==> src/rtl/game_pkg.sv <==
// Shared types and keycodes for the game phase controller and its key event generator.
package game_pkg;

  typedef enum logic [2:0] {
    PH_TITLE = 3'd0,
    PH_PLAY  = 3'd1,
    PH_PAUSE = 3'd2,
    PH_WIN   = 3'd3,
    PH_LOSE  = 3'd4
  } phase_t;

  typedef enum logic [1:0] {
    DIR_UP    = 2'd0,
    DIR_LEFT  = 2'd1,
    DIR_DOWN  = 2'd2,
    DIR_RIGHT = 2'd3
  } dir_t;

  localparam logic [7:0] KC_ENTER = 8'h28;
  localparam logic [7:0] KC_ESC   = 8'h29;
  localparam logic [7:0] KC_W     = 8'h1A;
  localparam logic [7:0] KC_A     = 8'h04;
  localparam logic [7:0] KC_S     = 8'h16;
  localparam logic [7:0] KC_D     = 8'h07;

  localparam int RPT_CNT_W = 6;
  localparam int END_CNT_W = 7;

  function automatic logic is_move_key(input logic [7:0] kc);
    return (kc == KC_W) || (kc == KC_A) || (kc == KC_S) || (kc == KC_D);
  endfunction

  function automatic logic is_known_key(input logic [7:0] kc);
    return is_move_key(kc) || (kc == KC_ENTER) || (kc == KC_ESC);
  endfunction

  function automatic dir_t key_to_dir(input logic [7:0] kc);
    dir_t d;
    case (kc)
      KC_A:    d = DIR_LEFT;
      KC_S:    d = DIR_DOWN;
      KC_D:    d = DIR_RIGHT;
      default: d = DIR_UP;
    endcase
    return d;
  endfunction

endpackage

==> src/rtl/key_event_gen.sv <==
// Turns the level-held keycode into registered one-cycle press/repeat events.
module key_event_gen
  import game_pkg::*;
#(
  parameter int REPEAT_DELAY = 20,
  parameter int REPEAT_RATE  = 6
) (
  input  logic       Clk,
  input  logic       Reset,
  input  logic [7:0] keycode,
  input  logic       frame_tick,
  output logic       evt,
  output logic [7:0] evt_code,
  output logic       evt_is_repeat
);

  localparam logic [RPT_CNT_W-1:0] DELAY_LD = RPT_CNT_W'(REPEAT_DELAY);
  localparam logic [RPT_CNT_W-1:0] RATE_LD  = RPT_CNT_W'(REPEAT_RATE);

  logic [7:0]           key_q;
  logic [RPT_CNT_W-1:0] rpt_cnt;
  logic [RPT_CNT_W-1:0] rpt_nxt;
  logic                 press;
  logic                 held;
  logic                 rpt_fire;

  always_comb begin
    press    = (keycode != 8'h00) && (keycode != key_q);
    held     = (keycode != 8'h00) && (keycode == key_q);
    rpt_fire = held && frame_tick && (rpt_cnt == RPT_CNT_W'(1));
    rpt_nxt  = rpt_cnt;
    if (keycode == 8'h00) begin
      rpt_nxt = '0;
    end else if (press) begin
      // a press wins over a coincident frame_tick; only movement keys arm the counter
      rpt_nxt = is_move_key(keycode) ? DELAY_LD : '0;
    end else if (held && frame_tick) begin
      if (rpt_cnt == RPT_CNT_W'(1)) begin
        rpt_nxt = RATE_LD;
      end else if (rpt_cnt != '0) begin
        rpt_nxt = rpt_cnt - RPT_CNT_W'(1);
      end
    end
  end

  always_ff @(posedge Clk) begin
    key_q <= keycode;
    if (Reset) begin
      rpt_cnt       <= '0;
      evt           <= 1'b0;
      evt_code      <= 8'h00;
      evt_is_repeat <= 1'b0;
    end else begin
      rpt_cnt       <= rpt_nxt;
      evt           <= (press && is_known_key(keycode)) || rpt_fire;
      evt_code      <= keycode;
      evt_is_repeat <= rpt_fire;
    end
  end

endmodule

==> src/rtl/game_phase_controller.sv <==
// Game phase sequencer: title/play/pause/win/lose FSM with gated movement commands.
//   state    | meaning
//   PH_TITLE | waiting for Enter to start a new game
//   PH_PLAY  | game running, movement commands forwarded
//   PH_PAUSE | frozen; Esc or Enter resumes
//   PH_WIN   | goal reached; Enter returns to title after END_HOLD ticks
//   PH_LOSE  | player died; Enter returns to title after END_HOLD ticks
module game_phase_controller
  import game_pkg::*;
#(
  parameter int REPEAT_DELAY = 20,
  parameter int REPEAT_RATE  = 6,
  parameter int END_HOLD     = 60
) (
  input  logic       Clk,
  input  logic       Reset,
  input  logic [7:0] keycode,
  input  logic       frame_tick,
  input  logic       player_dead,
  input  logic       goal_reached,
  output logic [2:0] phase,
  output logic       play_en,
  output logic       new_game,
  output logic       move_valid,
  output logic [1:0] move_dir
);

  localparam logic [END_CNT_W-1:0] END_LD = END_CNT_W'(END_HOLD);

  logic                 evt;
  logic [7:0]           evt_code;
  logic                 evt_is_repeat;

  phase_t               phase_q;
  phase_t               phase_nxt;
  logic [END_CNT_W-1:0] end_cnt;
  logic [END_CNT_W-1:0] end_nxt;
  logic                 play_en_q;
  logic                 new_game_q;
  logic                 new_game_nxt;
  logic                 mv_q;
  logic                 mv_nxt;
  dir_t                 dir_q;
  dir_t                 dir_nxt;
  logic                 enter_p;
  logic                 esc_p;
  logic                 move_e;

  key_event_gen #(
    .REPEAT_DELAY (REPEAT_DELAY),
    .REPEAT_RATE  (REPEAT_RATE)
  ) u_key_event_gen (
    .Clk           (Clk),
    .Reset         (Reset),
    .keycode       (keycode),
    .frame_tick    (frame_tick),
    .evt           (evt),
    .evt_code      (evt_code),
    .evt_is_repeat (evt_is_repeat)
  );

  always_comb begin
    enter_p      = evt && !evt_is_repeat && (evt_code == KC_ENTER);
    esc_p        = evt && !evt_is_repeat && (evt_code == KC_ESC);
    move_e       = evt && is_move_key(evt_code);
    phase_nxt    = phase_q;
    end_nxt      = end_cnt;
    new_game_nxt = 1'b0;
    mv_nxt       = 1'b0;
    dir_nxt      = dir_q;

    case (phase_q)
      PH_TITLE: begin
        if (enter_p) begin
          phase_nxt    = PH_PLAY;
          new_game_nxt = 1'b1;
        end
      end
      PH_PLAY: begin
        // a move coinciding with a phase exit is dropped
        if (player_dead) begin
          phase_nxt = PH_LOSE;
        end else if (goal_reached) begin
          phase_nxt = PH_WIN;
        end else if (esc_p) begin
          phase_nxt = PH_PAUSE;
        end else if (move_e) begin
          mv_nxt  = 1'b1;
          dir_nxt = key_to_dir(evt_code);
        end
      end
      PH_PAUSE: begin
        if (esc_p || enter_p) begin
          phase_nxt = PH_PLAY;
        end
      end
      PH_WIN, PH_LOSE: begin
        if (frame_tick && (end_cnt != '0)) begin
          end_nxt = end_cnt - END_CNT_W'(1);
        end
        if (enter_p && (end_cnt == '0)) begin
          phase_nxt = PH_TITLE;
        end
      end
      default: begin
        phase_nxt = PH_TITLE;
      end
    endcase

    if ((phase_q == PH_PLAY) && ((phase_nxt == PH_WIN) || (phase_nxt == PH_LOSE))) begin
      end_nxt = END_LD;
    end
  end

  always_ff @(posedge Clk) begin
    if (Reset) begin
      phase_q    <= PH_TITLE;
      end_cnt    <= '0;
      play_en_q  <= 1'b0;
      new_game_q <= 1'b0;
      mv_q       <= 1'b0;
      dir_q      <= DIR_UP;
    end else begin
      phase_q    <= phase_nxt;
      end_cnt    <= end_nxt;
      play_en_q  <= (phase_nxt == PH_PLAY);
      new_game_q <= new_game_nxt;
      mv_q       <= mv_nxt;
      dir_q      <= dir_nxt;
    end
  end

  assign phase      = phase_q;
  assign play_en    = play_en_q;
  assign new_game   = new_game_q;
  assign move_valid = mv_q;
  assign move_dir   = dir_q;

endmodule

==> config.mk <==
export PLATFORM = sky130hd
export DESIGN_NAME = game_phase_controller
export DESIGN_NICKNAME = d
export VERILOG_FILES = /design/src/rtl/game_pkg.sv /design/src/rtl/key_event_gen.sv /design/src/rtl/game_phase_controller.sv
export SDC_FILE = /design/constraint.sdc
export NUM_CORES = 1
export LEC_CHECK = 0
export CAP_MARGIN = 0
export CORE_UTILIZATION = 40
export DETAILED_ROUTE_END_ITERATION = 16
export PLACE_DENSITY_LB_ADDON = 0.25
export SLEW_MARGIN = 20
export SYNTH_ARGS = -nofsm -noshare
export SYNTH_HDL_FRONTEND = slang
export SYNTH_SLANG_ARGS = --single-unit
==> constraint.sdc <==
create_clock -name Clk -period 4.7 [get_ports Clk]
set_input_delay 0.705 -clock Clk [delete_from_list [all_inputs] [get_ports Clk]]
set_output_delay 0.705 -clock Clk [all_outputs]
set_load 0.03 [all_outputs]
==> impl_metrics.csv <==
group,metric,value,unit
critical_path,worstReg2RegEnd,"end_cnt[6]",
synthesis,syn_area_per_cell,8.97,µm²
run,drv_cap,0,
clock_tree,htree_levels,2,
pwr,p_leak,0.784,nW
critical_path,worst-setup-path-type,"in -> reg",
pwr,ir_worst_vdd,0.156,mV
synthesis,ys.flop_type,"dfxtp_1",
grt,gr-total-overflow,0,
pwr,p_per_area,281,nW/µm²
sta,rsz0062_at_grt,"no",
floorplanning,die-area,4820,µm²
grt,first_global_vias,1359,
place,portBuffers,20,
sta,setup_viol,0,
clock_tree,cts.clk_slew.worst_paths,70,ps
finish,postLayoutCoreUtil,49.5,%
critical_path,cp-end-kind,"flip-flop",
critical_path,rr_worst_depth,6,
floorplanning,die_w,69.5,µm
floorplanning,rows,24,
critical_path,reg2reg_slack,2280,ps
sta,fin_skew,5.17,ps
grt,antenna_found_initial,0,
detailed_routing,drtAntennaViolNets,0,
detailed_routing,viasPerCell,5.34,
clock_tree,cts_buffer_depth,2,
hold_path,hold_path_startpoint,"move_dir[0]",
synthesis,synth-seq-cells,39,
sta,fin_crit,2660,ps
synthesis,synth-edff-count,0,
sta,finalSetupTns,0,ps
critical_path,crit_fanout,7,
clock_tree,clk_latency,290,ps
floorplanning,initial_core_util,41.8,%
clock_tree,cts-root-buf,"clkbuf_8",
hold_path,hp-class,"reg -> reg",
synthesis,ys_seq_area_share,42.9,%
sta,max_freq,376,MHz
clock_tree,hold_buffers,0,
place,hpwl,2.45,mm
critical_path,r2r_start,"u_key_event_gen.evt_code[1]",
detailed_routing,routed_wirelength,3.39,mm
hold_path,holdPathEnd,"move_dir[0]",
floorplanning,ios,21,
grt,grt_pass1_wl,5.99,mm
detailed_routing,drtPass1Iterations,4,
sta,drv_slew,0,
grt,grt_max_degree,20,
finish,drive_gt1_share,5.29,%
critical_path,critPathLaunchType,"input pin",
clock_tree,cts_tree,"done",
pwr,total_power,606,µW
clock_tree,cts_buffers,5,
hold_path,hold_path_depth,2,
floorplanning,core,4350,µm²
detailed_routing,vias,1490,
finish,syn2layout_area_growth,18.4,%
synthesis,synthArstFlopShare,0,%
finish,finalNetCount,242,
critical_path,arrival,2830,ps
synthesis,synth_area,1820,µm²
synthesis,synth.net_count,219,
place,place_ws,1790,ps
sta,slew_headroom,53.3,%
synthesis,synthCells,203,
finish,diodes,0,
clock_tree,cts_resized,0,
critical_path,worstPathRequired,4870,ps
place,place.gp.congestion,0.898,
detailed_routing,wl_per_cell,12.2,µm
sta,period_share,56.6,%
clock_tree,postCtsSetupRepairBufs,0,
floorplanning,die_h,69.5,µm
detailed_routing,drt_iter0_markers,93,
grt,grt_util_all_layers,15.5,%
sta,tightest_slew,699,ps
sta,postLayoutSetupSlackWorst,2040,ps
sta,hold_viol,0,
clock_tree,clock-sinks,39,
synthesis,synth.distinct_cells,46,
detailed_routing,drc,0,
outcome,status,"completed",
synthesis,yosys_warnings,0,
==> power by group <==
group / leakage, nW / internal [mW] / switching (mW)
clock network: 0.0412 / 0.104 / 0.115
registers: 0.319 / 0.338 / 0.00623
logic: 0.424 / 0.0231 / 0.0202
==> flip-flops by register name (all words and copies together) (netlist names) <==
register and count:
u_key_event_gen.evt_code 8, new_game 1, u_key_event_gen.evt_is_repeat 1, move_valid 1, u_key_event_gen.rpt_cnt 6, move_dir 2, end_cnt 7, u_key_event_gen.key_q 8
phase 3, u_key_event_gen.evt 1, play_en 1
==> how the worst max path moves through the flow <==
stage / slack [ps] / startpoint / cells past startpoint / to
floorplan: 2500 / keycode[7] / 6 / u_key_event_gen.rpt_cnt[3]
global placement: 1840 / keycode[1] / 6 / u_key_event_gen.rpt_cnt[4]
detailed placement: 1790 / keycode[7] / 6 / u_key_event_gen.rpt_cnt[4]
CTS: 2080 / keycode[7] / 6 / u_key_event_gen.rpt_cnt[4]
global route: 1920 / keycode[7] / 6 / u_key_event_gen.rpt_cnt[4]
finish: 2040 / keycode[7] / 6 / u_key_event_gen.rpt_cnt[4]
==> cells in the mapped netlist (all sizes together), types with 2 or more instances <==
| library cell | count | area [µm²] |
|---|---|---|
| dfxtp | 39 | 781 |
| nor2 | 19 | 71.3 |
| nand2 | 13 | 48.8 |
| a21oi | 11 | 55.1 |
| nor2b | 10 | 62.6 |
| xnor2 | 10 | 87.6 |
| inv | 8 | 30.0 |
| nor3 | 7 | 35.0 |
| o21ai | 7 | 35.0 |
| xor2 | 7 | 61.3 |
| and2 | 5 | 31.3 |
| nor4b | 5 | 62.6 |
| and3 | 4 | 25.0 |
| nand3 | 4 | 20.0 |
| or4 | 4 | 30.0 |
| a31oi | 3 | 18.8 |
| clkbuf | 3 | 11.3 |
| ha | 3 | 37.5 |
| nand2b | 3 | 18.8 |
| nand4 | 3 | 18.8 |
| nor3b | 3 | 22.5 |
| nor4 | 3 | 18.8 |
| a211oi | 2 | 15.0 |
| a22o | 2 | 17.5 |
| and4b | 2 | 20.0 |
| nand3b | 2 | 15.0 |
| o21a | 2 | 15.0 |
| or2 | 2 | 12.5 |
==> critical path: stages <==
cell	delay, ps
clkdlybuf4s50_1	480
or4_1	580
nor4b_2	530
nor2_1	210
nand2_1	200
o21ai_0	110
==> layout by cell type (no fill, tap or decap), drive strengths merged, types with 2 or more instances in the layout <==
| cell type | synthesis | final |
|---|---|---|
| a211oi | 2 | 2 |
| a21oi | 11 | 11 |
| a22o | 2 | 2 |
| a31oi | 3 | 3 |
| and2 | 5 | 5 |
| and3 | 4 | 4 |
| and4b | 2 | 2 |
| clkbuf | 3 | 6 |
| clkdlybuf4s50 | 0 | 20 |
| dfxtp | 39 | 39 |
| ha | 3 | 3 |
| inv | 8 | 8 |
| nand2 | 13 | 13 |
| nand2b | 3 | 3 |
| nand3 | 4 | 4 |
| nand3b | 2 | 2 |
| nand4 | 3 | 3 |
| nor2 | 19 | 19 |
| nor2b | 10 | 10 |
| nor3 | 7 | 7 |
| nor3b | 3 | 3 |
| nor4 | 3 | 3 |
| nor4b | 5 | 5 |
| o21a | 2 | 2 |
| o21ai | 7 | 7 |
| or2 | 2 | 2 |
| or4 | 4 | 4 |
| xnor2 | 10 | 10 |
| xor2 | 7 | 7 |
==> stage by stage <==
step / instances / hold WS (ps) / area (µm²)
after global placement: 271 / 440 / 2070
after floorplan: 203 / 473 / 1820
final: 279 / 450 / 2160
after CTS: 279 / 453 / 2160
after global routing: 279 / 471 / 2160
after detailed placement: 271 / 443 / 2070
==> per-layer routing <==
| layer | up-vias | GRT usage, % | wire length [µm] |
|---|---|---|---|
| met1 | 674 | 19.9 | 1670 |
| li1 | 771 | - | - |
| met3 | 9 | 4.36 | 129 |
| met5 | - | 0 | 0 |
| met2 | 36 | 23.9 | 1500 |
| met4 | 0 | 7.03 | 91 |
==> kinds of logic (layout without fill, tap and decap cells) <==
group           after synthesis  in the layout  synth area share [%]
buf+inv                      12             36                  2.47
compound gates               38             38                  13.9
xor+xnor                     17             17                  8.18
mux                           1              1                 0.550
simple gates                 93             93                  30.0
fa+ha+maj                     3              3                  2.06
flops                        39             39                  42.9
==> layout make-up <==
cell class | count | area (µm²)
clock buffers | 6 | 72.6
clock inverters | 2 | 12.5
fillers | 408 | 2200
inverters | 8 | 30.0
multi-input cells | 152 | 995
flip-flops and latches | 39 | 781
well taps | 52 | 65.1
repair buffers | 20 | 200
(Power assumes the default switching activity.)
